===== config.mk =====
export PLATFORM = sky130hd
export DESIGN_NAME = morse_encoder
export DESIGN_NICKNAME = d
export VERILOG_FILES = /design/src/rtl/morse_encoder.sv
export SDC_FILE = /design/constraint.sdc
export NUM_CORES = 1
export LEC_CHECK = 0
export CAP_MARGIN = 20
export CELL_PAD_IN_SITES_DETAIL_PLACEMENT = 0
export CELL_PAD_IN_SITES_GLOBAL_PLACEMENT = 1
export CORE_MARGIN = 4
export CORE_UTILIZATION = 44
export DETAILED_ROUTE_END_ITERATION = 7
export GPL_TIMING_DRIVEN = 0
export PLACE_DENSITY = 0.93
export SLEW_MARGIN = 10
export SYNTH_ARGS = -nofsm -noshare
export SYNTH_HDL_FRONTEND = slang
export SYNTH_SLANG_ARGS = --single-unit

===== constraint.sdc =====
create_clock -name clock -period 6 [get_ports clock]
set_clock_uncertainty 0.1 [all_clocks]
set_input_delay 0.9 -clock clock [delete_from_list [all_inputs] [get_ports clock]]
set_output_delay 0.9 -clock clock [all_outputs]
set_load 0.02 [all_outputs]

===== src/rtl/morse_encoder.sv =====
// Morse letter encoder: serialises up to four dot/line symbols onto an active-low key line.
// Define MORSE_ENCODER_LETTER_GAP_EN for a 3-unit letter gap; otherwise the gap is 1 unit.
module morse_encoder #(
    parameter int unsigned UNIT_CYCLES = 1
) (
    input  logic       clock,
    input  logic       reset,
    input  logic       in_valid,
    output logic       in_ready,
    input  logic [2:0] in_len,
    input  logic [3:0] in_pattern,
    output logic       morse_out,
    output logic       sym_done,
    output logic       busy
);

`ifdef MORSE_ENCODER_LETTER_GAP_EN
    localparam int unsigned GapUnits = 3;
`else
    localparam int unsigned GapUnits = 1;
`endif

    localparam logic [9:0] UnitLen = 10'(UNIT_CYCLES);
    localparam logic [9:0] LineLen = 10'(3 * UNIT_CYCLES);
    localparam logic [9:0] GapLen  = 10'(GapUnits * UNIT_CYCLES);

    typedef enum logic [1:0] {
        StIdle,
        StMark,
        StSpace,
        StGap
    } state_e;

    state_e     state_q, state_d;
    logic [9:0] cnt_q, cnt_d;
    logic [2:0] idx_q, idx_d;
    logic [2:0] len_q, len_d;
    logic [3:0] pat_q, pat_d;
    logic [9:0] dur;
    logic       last;

    // Length of the current state in clock cycles.
    always_comb begin
        case (state_q)
            StMark:  dur = pat_q[idx_q[1:0]] ? LineLen : UnitLen;
            StSpace: dur = UnitLen;
            StGap:   dur = GapLen;
            default: dur = UnitLen;
        endcase
    end

    assign last = (cnt_q == dur - 10'd1);

    always_comb begin
        state_d   = state_q;
        cnt_d     = cnt_q;
        idx_d     = idx_q;
        len_d     = len_q;
        pat_d     = pat_q;
        morse_out = 1'b1;
        sym_done  = 1'b0;
        in_ready  = 1'b0;
        busy      = 1'b1;

        unique case (state_q)
            StIdle: begin
                in_ready = 1'b1;
                busy     = 1'b0;
                cnt_d    = '0;
                idx_d    = '0;
                if (in_valid) begin
                    len_d   = (in_len > 3'd4) ? 3'd4 : in_len;
                    pat_d   = in_pattern;
                    state_d = (in_len == 3'd0) ? StGap : StMark;
                end
            end
            StMark: begin
                morse_out = 1'b0;
                if (last) begin
                    sym_done = 1'b1;
                    cnt_d    = '0;
                    if (idx_q + 3'd1 < len_q) begin
                        idx_d   = idx_q + 3'd1;
                        state_d = StSpace;
                    end else begin
                        state_d = StGap;
                    end
                end else begin
                    cnt_d = cnt_q + 10'd1;
                end
            end
            StSpace: begin
                if (last) begin
                    cnt_d   = '0;
                    state_d = StMark;
                end else begin
                    cnt_d = cnt_q + 10'd1;
                end
            end
            StGap: begin
                if (last) begin
                    cnt_d   = '0;
                    idx_d   = '0;
                    state_d = StIdle;
                end else begin
                    cnt_d = cnt_q + 10'd1;
                end
            end
        endcase
    end

    always_ff @(posedge clock) begin
        if (reset) begin
            state_q <= StIdle;
            cnt_q   <= '0;
            idx_q   <= '0;
            len_q   <= '0;
            pat_q   <= '0;
        end else begin
            state_q <= state_d;
            cnt_q   <= cnt_d;
            idx_q   <= idx_d;
            len_q   <= len_d;
            pat_q   <= pat_d;
        end
    end

endmodule

---- Word level (Yosys, flattened, before mapping) ----
Cells that the tools add are included.
operators by class
  divide/modulo/power cells ............... 0
  $add $sub $neg .......................... 3
  equal/unequal tests ..................... 9
  reductions and logical operators ........ 7
  multipliers ............................. 0
  shift operators ......................... 0
  mux-type cells .......................... 23
  magnitude comparators ................... 3
  bitwise logic cells ..................... 0
operators with widths
  kind                     number
  $pmux W10 S2             1
  $mux W2                  7
  $mux W3                  4
  $add A10 B1 Y10 const B  1
  $eq A10 B10 Y1           1
  $mux W10                 1
  $ne A2 B2 Y1 const B     5
  $sub A10 B1 Y10 const B  1
  $pmux W3 S3              1
  $pmux W2 S4              1
  $reduce_and A4 Y1        2
  $mux W1                  7
  $eq A2 B2 Y1 const B     2
  $add A3 B1 Y3 const B    1
  $gt A3 B3 Y1 const B     1
  $logic_not A3 Y1         1
  $lt A2 B3 Y1 const B     1
  $lt A3 B3 Y1             1
  $reduce_bool A3 Y1       1
  $reduce_or A3 Y1         1
  $bmux W1 S2              1
  $eq A2 B1 Y1 const B     1
  $logic_not A2 Y1         1
  $reduce_and A2 Y1        1
storage, ports and cells
  register bits ........................... 22
  logic and storage cells ................. 50
  input port bits ......................... 10
  latch bits .............................. 0
  RAM bits ................................ 0
  memories kept ........................... 0
  ROM bits ................................ 0

---- Logic depth before layout (Yosys ltp) ----
Gate-level depths: netlist (run 1).
  word-level depth ........................ 8
  mapped depth ............................ 9
  gate-level depth less buffers ........... 9

---- Least setup slack after synthesis (run 1) ----
Ideal clock, no wire load.
  path kind ............................... register to output
  start point ............................. reg cnt_q[3]
  end point ............................... out sym_done
  cell stages (with the launch flop) ...... 4
  data arrival time ....................... 1.431 ns
  path slack .............................. 3.569 ns
  path through ............................ dfxtp_1 > or4_4 > nor4_4 > and3_2
on the way
  longest elaborated chain between the ends .. 3
RTL lines
  element                 RTL line  text
  start, declared         35        logic [9:0] cnt_q, cnt_d;
  start signal, assigned  121       cnt_q <= cnt_d;
  $eq A10 B10 Y1          52        assign last = (cnt_q == dur - 10'd1);
  $mux W1                 79        if (last) begin
  $mux W1                 65        unique case (state_q)
  end, declared           13        output logic sym_done,
Every way passes these cells.

---- Final worst setup path (run 1) ----
Same ends and word-level chain as after synthesis.

==> metrics, run 1 <==
top cell type's share of synthesized area 35.6%; CTS Buffer Depth 2; Core Util, Final about 56%; slew at the pin closest to its max-slew limit 472 ps; Post-synth ARST share 0%; Yosys top cell by area dfxtp_1; CP max stage cell clkdlybuf4s50_1; Reg-to-Reg Start idx_q[0]$_SDFFE_PP0P_; mapped cell area 1240 um^2; crit path cell chain or4_4 -> nor4_4 -> and3_2 -> clkdlybuf4s50_1; crit path DAT 2380 ps; Worst Path Required approximately 5000 ps; unrepaired setup endpoints after global routing false; DIE WIDTH just over 60 um; Final Cycle Share 56.3%; most frequent cell after synthesis dfxtp_1; Pre-antenna DRT Iters 2; port bufs 12; clock root buffer clkbuf_4; worst setup path end sym_done; Synth Register Bits 22; crit end category output pin; top_reg_cell synth dfxtp_1; DR vias 1,024; Crit. Startpoint cnt_q[3]$_SDFF_PP0_; Final ANT Viol Nets 0; Net Count, Synth 160; non-filler instance count after layout 188; Slew Viols, Final 0; NetSw 170 uW; crit path time final 3380 ps; final setup fails 0; R2R Path End idx_q[1]$_SDFFE_PP0P_; WL/cell between 10 and 15 um; Rel. slew slack 68.6%; FF/Latch Area 440 um^2; Setup Buffers After CTS 0; CTS sink cnt 22; final hold slack ~370 ps; ratio of cells with drive above 1 in the final layout 11.4%; Post-Route WL ~2400 um; endpoints failing hold 0; clock latency on the worst-skew pair 310 ps; PostCTS Resize Cnt 0; Final #Nets 177; # diodes 0; Crit Path Category flip-flop to output pin; Tot GR Track Use 14.8%; vias in the first global route 989; largest net degree at the start of global routing 13; WP depth 4; FF-to-FF setup slack 3490 ps; io pins 14; placer congestion estimate between 0.8 and 0.9; multi-input logic area 723 um^2; IR drop worst, VDD 0.216 mV; Avg Cell Area, Syn 8.71 um^2; delay-heaviest family, CP simple AND/OR/NAND/NOR gates; run status finished, final reports clean; Initial Utilization 48.1%; global-route wire length before repair 4160 um; drt first-iter violations 21; DRC errors left 0; vias per cell ~5.4; Worst Path Max Fanout 5; FMAX 0.296 GHz; Filler Cells Inserted between 200 and 300; Sw Share 37.0%; P per Cell Area 320 nW/um^2; Die Footprint 3720 um^2; floorplan row count 18; Clock power frac 17.7%; worst min-delay path class flip-flop to flip-flop; Post-synth EDFFs 0; Gate power share 44.8%; placed cells 184; ranking of synthesized cells by area dfxtp_1 36%, ha_1 8.1%, nor2_1 5.5%; Max-Cap Viols 0; P_int 288 uW; antenna violations before repair 0; Layout area overhead 15.7%; WP buf/inv 1; Worst R2R Path Depth 9; Seq pwr share 37.5%; number of CTS-inserted buffers 3; worst hold start len_q[2]$_SDFFE_PP0P_; CP Launch Type flip-flop; clk slew on worst S/H paths about 130 ps; Seq/Total Area, Yosys ~36%; Gate Count Post-Synth 142; Synth Warn # 0; TritonCTS clock tree done; Synth cell types 40; Die Y 61.0 um; CTS Hold Buffers Added 0; Leakage Power 0.552 nW; GRT overflow 0; Worst path max stage delay 590 ps; Post-synth top cells 22 x dfxtp_1, 18 x nor2_1, 13 x a21oi_1; CTS H-tree lvls 1; Core Footprint 2570 um^2; Final HPWL DP 1900 um; TNS Setup 0 ps
area by class of cell:
cell class	count	share of cell area (%)
Tap cell	30	2.62
Clock buffer	4	2.54
Timing Repair Buffer	12	8.40
Sequential cell	22	30.8
Multi-Input combinational cell	106	50.6
Inverter	8	2.10
Buffer	6	2.97
power groups by stage:
stage	logic, mW	registers (mW)	clock network [mW]
6_report	0.205	0.172	0.0813
5_1_grt	0.228	0.174	0.0901
4_1_cts	0.207	0.172	0.0845
3_5_place_dp	0.206	0.175	0
3_3_place_gp	0.200	0.175	0
2_1_floorplan	0.145	0.172	0
tightest hold or removal path, stage by stage (launching register included):
cell     delay, ps
dfxtp_1        330
nand2_1         50
a21oi_1         50
worst min-delay path by stage:
stage / endpoint / slack [ps] / depth (start not counted)
4_1_cts: len_q[2]$_SDFFE_PP0P_ / 370 / 2
3_5_place_dp: len_q[2]$_SDFFE_PP0P_ / 350 / 2
5_1_grt: len_q[2]$_SDFFE_PP0P_ / 390 / 2
3_3_place_gp: len_q[2]$_SDFFE_PP0P_ / 350 / 2
6_report: len_q[2]$_SDFFE_PP0P_ / 370 / 2
2_1_floorplan: cnt_q[0]$_SDFF_PP0_ / 330 / 1
metal layers:
layer | track usage (%) | share of wire, %
met2 | 28.5 | 54
met4 | 1.86 | 0.70
met1 | 16.5 | 42
met3 | 3.83 | 2.9
met5 | 0 | 0
kinds of logic (layout without fill, tap and decap cells):
| logic type | after synthesis | count (layout) | synth area share, % |
|---|---|---|---|
| buf+inv | 14 | 30 | 5.87 |
| simple gates | 57 | 57 | 24.5 |
| flops | 22 | 22 | 35.6 |
| compound gates | 27 | 27 | 14.6 |
| fa+ha+maj | 8 | 8 | 8.10 |
| xor+xnor | 10 | 10 | 7.08 |
| mux | 4 | 4 | 4.25 |
cell usage in the layout (no fill, tap or decap), types with 2 or more instances in the layout:
cell             Yosys  routed
inv_1                8       8
or2_2                2       2
clkbuf_1             2       2
o31ai_1              2       2
xor2_1               5       5
o41ai_1              2       2
and3_1               2       2
xnor2_1              5       5
nand2b_1             2       2
nor2_1              18      18
a21oi_1             13      13
clkdlybuf4s50_1      0      12
nor2b_1              2       2
mux2i_1              3       3
clkbuf_4             0       3
nor3b_1              2       2
ha_1                 8       8
nand3_1              8       8
nand2_1             11      11
dfxtp_1             22      22
and4_1               2       2
nor3_1               2       2
buf_6                2       2
metrics by stage:
step	area, um^2	power [mW]	worst slack (ps)
5_1_grt	1430	0.492	2490
4_1_cts	1430	0.463	2590
6_report	1430	0.458	2620
3_3_place_gp	1390	0.374	2960
2_1_floorplan	1240	0.317	3570
3_5_place_dp	1390	0.382	2950
registers in the layout (all words and copies together) (netlist names):
| signal | flops |
|---|---|
| cnt_q | 10 |
| idx_q | 3 |
| len_q | 3 |
| pat_q | 4 |
| state_q | 2 |
(Power assumes the default switching activity.)
==> run 2, diff against run 1 <==
Settings changed: CORE_UTILIZATION 44 to 41, PLACE_DENSITY 0.93 to 0.88.
Clock period 6 ns to 3.29 ns, I/O delays scaled along.
==> metrics, run 2 (synthesized netlist as in run 1, its figures left out) <==
run status finished, final reports clean (unchanged); Leakage Power 0.552 nW (unchanged); Pre-antenna DRT Iters 4 (was 2); Largest regs cnt_q x10, pat_q x4 (unchanged); FMAX 0.333 GHz; DIE WIDTH 62.9 um (was 61.0 um); DR vias 1,046 (was 1,024); Layout area overhead 15.8% (was 15.7%); slew at the pin closest to its max-slew limit 460 ps (was 472 ps); floorplan row count 19 (was 18); Initial Utilization 43.7% (was 48.1%); met2 usage 25.6% (was 28.5%); Setup Buffers After CTS 0 (unchanged); PostCTS Resize Cnt 0 (unchanged); vias per cell 5.53 (was 5.45); CTS Buffer Depth 2 (unchanged); IR drop worst, VDD 0.312 mV (was 0.216 mV); unrepaired setup endpoints after global routing false (unchanged); WL/cell 12.9 um (about the same); CTS H-tree lvls 1 (unchanged); P per Cell Area 584 nW/um^2 (was 320 nW/um^2); drt first-iter violations 44 (was 21); worst setup path end sym_done (unchanged); flip-flop count of the largest register after layout 10 (unchanged); Worst path max stage delay 590 ps (about the same); Die Footprint 3960 um^2 (was 3720 um^2); Top Usage Layer GRT met2 (unchanged); clk slew on worst S/H paths 130 ps (about the same); non-filler instance count after layout 189 (was 188); TritonCTS clock tree done (unchanged); Worst Path Required 2700 ps (was 5000 ps); TNS Setup 0 ps (unchanged); ratio of cells with drive above 1 in the final layout 11.4% (unchanged); CTS sink cnt 22 (unchanged); Worst R2R Path Depth 9 (unchanged); Reg-to-Reg Start idx_q[0]$_SDFFE_PP0P_ (unchanged); Crit. Startpoint cnt_q[3]$_SDFF_PP0_ (unchanged); CP Launch Type flip-flop (unchanged); R2R Path End idx_q[0]$_SDFFE_PP0P_ (was idx_q[1]$_SDFFE_PP0P_); worst min-delay path class flip-flop to flip-flop (unchanged); CTS Hold Buffers Added 0 (unchanged); met3 usage 3.42% (was 3.83%); largest net degree at the start of global routing 13 (unchanged); Worst Path Max Fanout 5 (unchanged); Post-Route WL 2440 um (was 2430 um); clock latency on the worst-skew pair 310 ps (about the same); clock root buffer clkbuf_4 (unchanged); CP max stage cell clkdlybuf4s50_1 (unchanged); global-route wire length before repair 4490 um (was 4160 um); Final Cycle Share roughly nine tenths; Slew Viols, Final 0 (unchanged); crit end category output pin (unchanged); most frequent cells in the layout 22 x dfxtp_1, 18 x nor2_1, 13 x a21oi_1 (unchanged); Die Y 62.9 um (was 61.0 um); final setup fails 0 (unchanged); vias in the first global route 1,061 (was 989); Final ANT Viol Nets 0 (unchanged); DRC errors left 0 (unchanged); port bufs 12 (unchanged); antenna violations before repair 0 (unchanged); Rel. slew slack 69.4% (was 68.6%); Tot GR Track Use 13.7% (was 14.8%); placed cells 185 (was 184); Final HPWL DP 1960 um (was 1900 um); met1 usage 14.8% (was 16.5%); Max-Cap Viols 0 (unchanged); # diodes 0 (unchanged); endpoints failing hold 0 (unchanged); crit path time final 3000 ps; crit path cell chain or4_4 -> nor4_4 -> and3_2 -> clkdlybuf4s50_1 (unchanged); Crit Path Category flip-flop to output pin (unchanged); FF-to-FF setup slack 780 ps (was 3490 ps); Core Footprint 2830 um^2 (was 2570 um^2); number of CTS-inserted buffers 3 (unchanged); Biggest register cnt_q (unchanged); Final #Nets 177 (unchanged); GRT overflow 0 (unchanged); placer congestion estimate 0.742 (was 0.814); io pins 14 (unchanged); crit path DAT 2410 ps (was 2380 ps); most common cell after layout, fill and taps aside dfxtp_1 (unchanged)
==> run 2: cell counts in the layout (fill, tap and decap cells not counted) <==
No cell type changed its count.
==> run 2: how the worst min path moves through the flow <==
stage                                startpoint  cells past startpoint  slack [ps]                    end
after global routing                   in_valid                      3         380  pat_q[0]$_SDFFE_PP0P_
after CTS                 len_q[2]$_SDFFE_PP0P_                      2         380  len_q[2]$_SDFFE_PP0P_
final                     len_q[2]$_SDFFE_PP0P_                      2         370  len_q[2]$_SDFFE_PP0P_
after floorplan             cnt_q[0]$_SDFF_PP0_                      1         330    cnt_q[0]$_SDFF_PP0_
after detailed placement  len_q[2]$_SDFFE_PP0P_                      2         360  len_q[2]$_SDFFE_PP0P_
after global placement    len_q[2]$_SDFFE_PP0P_                      2         350  len_q[2]$_SDFFE_PP0P_
==> run 2: area by class of cell <==
type                    instances  area (um^2)
fillers                       276         1400
multi-input cells             106          723
flip-flops and latches         22          440
repair buffers                 12          120
plain buffers                   6         42.5
well taps                      31         38.8
clock buffers                   4         36.3
inverters                       8         30.0
==> run 2: worst max-delay path: cells and delay by family, from the launching register on <==
| family | cells | cell delay [ps] |
|---|---|---|
| buf+inv | 1 | 590 |
| flops | 1 | 370 |
| simple gates | 3 | 1120 |
==> run 2: layer usage <==
metal | routed length (um) | part of all wire, %
met1 | 1030 | 42
met4 | 29 | 1.2
met3 | 69 | 2.8
met2 | 1310 | 54
met5 | 0 | 0
==> run 2: power by group <==
| part | internal (mW) | total, mW | switching, mW |
|---|---|---|---|
| Sequential | 0.290 | 0.314 | 0.0234 |
| Combinational | 0.168 | 0.369 | 0.201 |
| Clock | 0.0676 | 0.153 | 0.0851 |
==> run 2: through the flow <==
stage | power (mW) | setup WS (ps) | util (%) | area (um^2) | hold slack (ps)
floorplan | 0.578 | 1070 | - | 1240 | 334
global placement | 0.684 | 658 | 49.3 | 1400 | 346
detailed placement | 0.694 | 655 | 49.3 | 1400 | 359
CTS | 0.845 | 283 | 50.6 | 1430 | 376
global route | 0.904 | 165 | 50.6 | 1430 | 383
finish | 0.835 | 287 | 50.6 | 1430 | 372
